`src/rtl/result_writeback_ctrl.sv`:
```
// Drains aligned result rows from the two Align_fifo halves into BRAM_OM32, one element per cycle.
// Build option WB_RELU_EN: negative elements are written as zero.
module result_writeback_ctrl #(
  parameter int          LANES       = 8,
  parameter int          DW          = 32,
  parameter logic [31:0] SADDR_O_MEM = 32'h0,
  parameter logic [31:0] O_MEM_INCR  = 32'd4
) (
  input  logic                clk,
  input  logic                rst,
  input  logic                wb_start,
  input  logic [7:0]          sub_M,
  input  logic [7:0]          sub_P,
  input  logic [15:0]         subOM_addr,
  input  logic [15:0]         subOM_incr,
  output logic                wb_finish,
  input  logic                fifo1_empty,
  output logic                fifo1_rd_en,
  input  logic [LANES*DW-1:0] fifo1_rddata,
  input  logic                fifo2_empty,
  output logic                fifo2_rd_en,
  input  logic [LANES*DW-1:0] fifo2_rddata,
  output logic [31:0]         BRAM_OM32_addr,
  output logic                BRAM_OM32_clk,
  output logic [DW-1:0]       BRAM_OM32_wrdata,
  output logic                BRAM_OM32_en,
  output logic                BRAM_OM32_rst,
  output logic [3:0]          BRAM_OM32_we
);

  typedef enum logic [3:0] {
    IDLE, INFO, POP1, LAT1, WR1, POP2, LAT2, WR2, NEXT, FINISH
  } state_t;

  state_t              state, state_nxt;
  logic [7:0]          m_total, m_cnt;
  logic [3:0]          p1, p2, p_cnt;
  logic [3:0]          p1_in, p2_in;
  logic [7:0]          p_clamp;
  logic [31:0]         row_base, row_stride;
  logic [LANES*DW-1:0] row_buf;
  logic [DW-1:0]       lane_val, wr_val;
  logic [3:0]          col;

  assign BRAM_OM32_clk = clk;
  assign BRAM_OM32_rst = rst;
  assign BRAM_OM32_en  = 1'b1;

  // Split the (clamped) column count between the two FIFO halves.
  assign p_clamp = (sub_P > 8'd16) ? 8'd16 : sub_P;
  assign p1_in   = (sub_P >= 8'd8) ? 4'd8 : sub_P[3:0];
  assign p2_in   = (sub_P > 8'd8) ? 4'(p_clamp - 8'd8) : 4'd0;

  assign col = (state == WR2) ? {1'b1, p_cnt[2:0]} : {1'b0, p_cnt[2:0]};

  always_comb begin
    lane_val = row_buf[int'(p_cnt[2:0])*DW +: DW];
`ifdef WB_RELU_EN
    wr_val = lane_val[DW-1] ? '0 : lane_val;
`else
    wr_val = lane_val;
`endif
  end

  always_ff @(posedge clk or posedge rst) begin
    if (rst) state <= IDLE;
    else     state <= state_nxt;
  end

  // Pops are combinational so they can never coincide with an empty flag in the same cycle.
  always_comb begin
    state_nxt   = state;
    fifo1_rd_en = 1'b0;
    fifo2_rd_en = 1'b0;
    case (state)
      IDLE:   if (wb_start) state_nxt = INFO;
      INFO:   state_nxt = (sub_M == 8'd0 || p1_in == 4'd0) ? FINISH : POP1;
      POP1:   if (!fifo1_empty) begin
                fifo1_rd_en = 1'b1;
                state_nxt   = LAT1;
              end
      LAT1:   state_nxt = WR1;
      WR1:    if (p_cnt == p1 - 4'd1) state_nxt = (p2 != 4'd0) ? POP2 : NEXT;
      POP2:   if (!fifo2_empty) begin
                fifo2_rd_en = 1'b1;
                state_nxt   = LAT2;
              end
      LAT2:   state_nxt = WR2;
      WR2:    if (p_cnt == p2 - 4'd1) state_nxt = NEXT;
      NEXT:   state_nxt = (m_cnt == m_total - 8'd1) ? FINISH : POP1;
      FINISH: state_nxt = IDLE;
      default: state_nxt = IDLE;
    endcase
  end

  always_ff @(posedge clk or posedge rst) begin
    if (rst) begin
      m_total          <= '0;
      m_cnt            <= '0;
      p1               <= '0;
      p2               <= '0;
      p_cnt            <= '0;
      row_base         <= '0;
      row_stride       <= '0;
      row_buf          <= '0;
      wb_finish        <= 1'b0;
      BRAM_OM32_addr   <= '0;
      BRAM_OM32_wrdata <= '0;
      BRAM_OM32_we     <= '0;
    end else begin
      BRAM_OM32_we <= 4'h0;
      wb_finish    <= (state == FINISH);
      case (state)
        INFO: begin
          m_total    <= sub_M;
          p1         <= p1_in;
          p2         <= p2_in;
          m_cnt      <= '0;
          row_base   <= SADDR_O_MEM + 32'(subOM_addr) * O_MEM_INCR;
          row_stride <= 32'(subOM_incr) * O_MEM_INCR;
        end
        LAT1: begin
          row_buf <= fifo1_rddata;
          p_cnt   <= '0;
        end
        LAT2: begin
          row_buf <= fifo2_rddata;
          p_cnt   <= '0;
        end
        WR1, WR2: begin
          BRAM_OM32_addr   <= row_base + 32'(col) * O_MEM_INCR;
          BRAM_OM32_wrdata <= wr_val;
          BRAM_OM32_we     <= 4'hf;
          p_cnt            <= p_cnt + 4'd1;
        end
        NEXT: begin
          row_base <= row_base + row_stride;
          m_cnt    <= m_cnt + 8'd1;
        end
        default: ;
      endcase
    end
  end

endmodule

```
`config.mk`:
```
export PLATFORM = sky130hd
export DESIGN_NAME = result_writeback_ctrl
export DESIGN_NICKNAME = d
export VERILOG_FILES = /design/src/rtl/result_writeback_ctrl.sv
export SDC_FILE = /design/constraint.sdc
export NUM_CORES = 1
export LEC_CHECK = 0
export CORE_MARGIN = 2
export CORE_UTILIZATION = 35
export DETAILED_ROUTE_END_ITERATION = 10
export PLACE_DENSITY_LB_ADDON = 0.05
export SYNTH_ARGS = -nofsm -noshare
export SYNTH_HDL_FRONTEND = slang
export SYNTH_SLANG_ARGS = --single-unit
```
`constraint.sdc`:
```
create_clock -name clk -period 17.05 [get_ports clk]
set_input_delay 1.705 -clock clk [delete_from_list [all_inputs] [get_ports clk]]
set_output_delay 1.705 -clock clk [all_outputs]
set_load 0.05 [all_outputs]
```
==> flow_summary.ini, run 1 <==
[sta]
fin_tns_setup_ps = 0
setup_viol = 0
worst_pin_slew_ps = 1190
hold_viol_final = 0
skew_ps = 13.4
rsz0062_at_grt = false
drv_slew = 0
max-slew-margin-rel_pct = 20.9

[die]
fp-row-count = 89
die_w_um = 249
core_area_sq_um = 59000
die_area_sq_um = 61800
die-height_um = 249
floorplan.initialDensity_pct = 35.5
io-pin-count = 639

[finish]
layout-drive-gt1-share_pct = 7.26
fin_nets = 3190
multi_input_area_sq_um = 10200
layout_common_cells = clkdlybuf4s50_1, nand2_1, dfrtp_1
fillCellCount = 5451
area_delta_synth_final_pct = 40.6
register_area_sq_um = 9970
stdcell_area_sq_um = 29400
instances_no_fill = 3423
fin_util_pct = 49.9
layout_commonest_cell = clkdlybuf4s50_1

[critical_path]
cp-end-kind = output port
worstPathArrival_ps = 9470
crit_path_max_fanout = 2
cp-start-kind = clock port
critPathTopFamily = buffers and inverters
path_class = clk2out
crit_chain = clkbuf_16, clkbuf_16, clkdlybuf4s50_1
slowest_stage = clkdlybuf4s50_1
crit_required_ps = 15340
cp_common_cell = clkbuf_16
max_stage_delay_ps = 700
worst-path-buf-inv = 3

[clock_network]
post_cts_resized = 0
holdBufCountCts = 0
cts_setup_buffers = 0
insertion_delay_ps = 690
cts_tree = built
clk_pin_slew_ps = 60

[yosys]
synth_edf_count = 0
synth-main-ff-cell = dfrtp_1
synthAdderAreaFrac_pct = 1.75
synth_compound_area_share_pct = 12.0
synth_xor_area_share_pct = 2.76
syn-cell-area_sq_um = 20900
synth_warnings = 0
ys_ff_latch = 398
yosys.area_share.simple_pct = 11.2
synth_top_family_by_area = multiplexers
synthArstFlopShare_pct = 100
seq_area_frac_synth_pct = 47.6
ys_types = 63
synth_cells = 2037
synth_area_per_cell_sq_um = 10.3
synthMuxAreaShare_pct = 21.0

[route]
final_antenna_net_count = 0
first_iter_violations = 1035
wirelength_um = 80400
via_per_inst = 5.13
drcViolationCount = 0
firstDrtPassIters = 5
via_count = 17600
wl_per_cell_um = 23.5

[placement]
finalWeightedCongestion = 0.869
hpwl_um = 61300
place_area_sq_um = 27800
port_buffers = 635
dp_cells = 3317

[power]
swShare_pct = 41.1
vdd_ir_drop_max_mv = 0.126
power_density_nw_per_um2 = 178
p_leak_nw = 11.3
pwr-share-clk_pct = 20.2
p_int_mw = 3.09
pwr-share-comb_pct = 46.8
power_frac_seq_pct = 33.1
p_switching_mw = 2.16

[run_status]
status = finished clean

[global_routing]
grt_pass1_vias = 18100
grt_overflow = 0
grt_max_degree = 137
grt_pass1_wl_um = 119000
antenna_found_initial = 32
gr-usage-all-layers_pct = 25.6

[job]
maxCapViolations = 0

[hold_path]
hp-class = reg2reg
## metrics by stage
stage                     setup WS, ps  power (mW)  hold slack (ps)
after floorplan                   4280        3.42              450
after global placement            6150        4.20              464
after detailed placement          6150        4.25              473
after CTS                         5860        5.32              487
after global routing              5850        5.63              517
final                             5870        5.25              478
## cell usage after synthesis (all sizes together), types with 18 or more instances
cell	number	area share (%)
nor2	75	1.3
mux4	64	6.9
xnor2	38	1.6
nand2	401	7.2
buf	89	2.3
inv	18	0.32
a21oi	61	1.5
ha	26	1.6
o21ai	322	7.7
xor2	28	1.2
mux2i	293	14
dfrtp	398	48
clkbuf	62	1.1
## power by group through the flow
stage	sequential (mW)	combinational, mW	clock, mW
floorplan	1.79	1.61	0.0126
global placement	1.74	2.45	0.0135
detailed placement	1.75	2.49	0.0135
CTS	1.74	2.50	1.09
global route	1.79	2.71	1.13
finish	1.74	2.46	1.06
## worst min-delay path: stages (launching register included)
cell	delay [ps]
dfrtp_1	340
nand2_1	50
o21ai_0	60
## routing by layer
metal / part of all wire, % / vias up / track usage (%)
met3: 6.6 / 122 / 7.23
met2: 53 / 489 / 46.5
met5: 0.23 / - / 0
met4: 2.5 / 28 / 8.16
met1: 38 / 8579 / 28.9
li1: - / 8341 / -
## state kept, by name, indices dropped and copies added, names as in the netlist
register / cells
BRAM_OM32_addr: 30
BRAM_OM32_we: 1
BRAM_OM32_wrdata: 32
m_cnt: 8
m_total: 8
p1: 4
p2: 4
p_cnt: 4
row_base: 30
row_buf: 256
row_stride: 16
state: 4
wb_finish: 1
## final cells by class
type	count	share of cell area (%)
inverters	18	0.259
flip-flops and latches	398	33.9
repair buffers	656	22.2
multi-input cells	1471	34.7
clock buffers	70	5.01
clock inverters	18	0.485
diodes	19	0.162
well taps	773	3.29
## logic make-up (layout without fill, tap and decap cells)
family	count (synthesis)	in the layout
AO/OA/AOI/OAI	453	453
XOR/XNOR	66	66
adder cells (fa/ha/maj)	28	28
buffers and inverters	169	762
flip-flops	398	398
multiplexers	358	358
other	2	22
AND/OR/NAND/NOR	563	563
## worst paths after layout
| check | startpoint | to | slack (ps) | cells past startpoint |
|---|---|---|---|---|
| setup reg to reg | state[1] | row_buf[236] | 13350 | 5 |
| hold / removal | BRAM_OM32_addr[25] | BRAM_OM32_addr[25] | 480 | 2 |
| hold reg to reg | BRAM_OM32_addr[25] | BRAM_OM32_addr[25] | 480 | 2 |
| setup / recovery | clk | BRAM_OM32_clk | 5870 | 3 |
| max in group asynchronous | rst | row_buf[38] | 12760 | 5 |
| min in group asynchronous | rst | row_base[12] | 1520 | 2 |
No activity file was read; power rests on OpenSTA's default activity.
==> inputs of run 2 (changes only) <==
clock period = 11.3 ns   (was 17.05 ns; I/O delays follow)
==> flow_summary.ini, run 2 (same netlist as run 1, synthesis figures left out) <==
[clock_network]
post_cts_resized = 0
holdBufCountCts = 0
cts_setup_buffers = 0
insertion_delay_ps = 710
clk_pin_slew_ps = 60
cts_tree = built

[global_routing]
grt_pass1_vias = 18200
antenna_found_initial = 30
grt_pass1_wl_um = 119000
grt_overflow = 0
gr-usage-all-layers_pct = 25.6
grt_max_degree = 220

[critical_path]
crit_required_ps = 10170
cp_common_cell = clkbuf_16
critPathTopFamily = buffers and inverters
worstPathArrival_ps = 6590
max_stage_delay_ps = 690
slowest_stage = clkdlybuf4s50_1
worst-path-buf-inv = 3
crit_path_max_fanout = 2
cp-start-kind = clock port
crit_chain = clkbuf_16, clkbuf_16, clkdlybuf4s50_1
path_class = clk2out
cp-end-kind = output port

[route]
via_per_inst = 5.12
drcViolationCount = 0
final_antenna_net_count = 0
firstDrtPassIters = 5
wl_per_cell_um = 23.6
first_iter_violations = 1044
via_count = 17500
wirelength_um = 80700

[sta]
hold_viol_final = 0
max-slew-margin-rel_pct = 22.0
rsz0062_at_grt = false
fin_ws_ps = 3580
skew_ps = 20.5
holdWs_ps = 476
fin_tns_setup_ps = 0
drv_slew = 0
setup_viol = 0
worst_pin_slew_ps = 1170

[power]
power_frac_seq_pct = 32.8
pwr-share-comb_pct = 46.5
p_switching_mw = 3.27
vdd_ir_drop_max_mv = 0.157
p_int_mw = 4.70
p_leak_nw = 11.3
pwr-share-clk_pct = 20.6
power_density_nw_per_um2 = 271
power_mw = 7.98
swShare_pct = 41.0

[placement]
dp_slack_ps = 3850
finalWeightedCongestion = 0.877
hpwl_um = 61200
port_buffers = 635

[run_status]
status = finished clean

[hold_path]
hp-class = reg2reg

[die]
fp-row-count = 89
floorplan.initialDensity_pct = 35.5
die_area_sq_um = 61800
die_w_um = 249
core_area_sq_um = 59000
io-pin-count = 639
die-height_um = 249

[job]
maxCapViolations = 0

[finish]
layout-drive-gt1-share_pct = 6.95
multi_input_area_sq_um = 10200
largest_reg_flops = 256
fin_nets = 3189
reg.largest.list = row_buf x256, BRAM_OM32_wrdata x32
layout_common_cells = clkdlybuf4s50_1, nand2_1, dfrtp_1
fillCellCount = 5463
regMostFlops = row_buf
area_delta_synth_final_pct = 40.8
register_area_sq_um = 9970
layout_commonest_cell = clkdlybuf4s50_1
-- run 2: power by group through the flow --
| stage | Clock (mW) | Combinational [mW] | Sequential (mW) |
|---|---|---|---|
| detailed placement | 0.0204 | 3.78 | 2.64 |
| finish | 1.64 | 3.71 | 2.62 |
| floorplan | 0.0191 | 2.44 | 2.71 |
| global placement | 0.0204 | 3.71 | 2.62 |
| CTS | 1.68 | 3.78 | 2.62 |
| global route | 1.74 | 4.08 | 2.70 |
-- run 2: worst reg2reg max path, stage by stage (launching register included) --
cell      delay [ps]
dfrtp_1          620
nand2b_1         240
nor2_4           140
buf_4            660
buf_4            840
buf_4            910
o21ai_0          290
-- run 2: worst paths after layout --
path | from | end | slack (ps) | cells past startpoint
max | clk | BRAM_OM32_clk | 3580 | 3
min | BRAM_OM32_addr[15] | BRAM_OM32_addr[15] | 480 | 2
max reg2reg | state[1] | row_buf[140] | 7470 | 6
min reg2reg | BRAM_OM32_addr[15] | BRAM_OM32_addr[15] | 480 | 2
max in group asynchronous | rst | p_cnt[0] | 8380 | 4
min in group asynchronous | rst | row_stride[12] | 1140 | 3
-- run 2: final cells by class --
class / count / share of cell area, %
repair buffers: 655 / 22.2
inverters: 18 / 0.246
multi-input cells: 1471 / 34.7
flip-flops and latches: 398 / 33.8
diodes: 16 / 0.136
well taps: 773 / 3.28
clock buffers: 85 / 5.33
clock inverters: 7 / 0.314
-- run 2: metal layers --
metal  share of wire [%]  vias up  GRT usage, %
met5                0.21        -             0
met4                 1.6       28          5.32
met3                 6.4      100          6.92
met2                  54      489          47.5
met1                  38     8571          29.3
li1                    -     8332             -
-- run 2: metrics by stage --
step	utilization, %	cell area, sq um	instances
2_1_floorplan	-	20900	2038
3_3_place_gp	47.1	27800	3316
3_5_place_dp	47.1	27800	3316
4_1_cts	49.9	29400	3407
5_1_grt	49.9	29500	3414
6_report	49.9	29500	3423
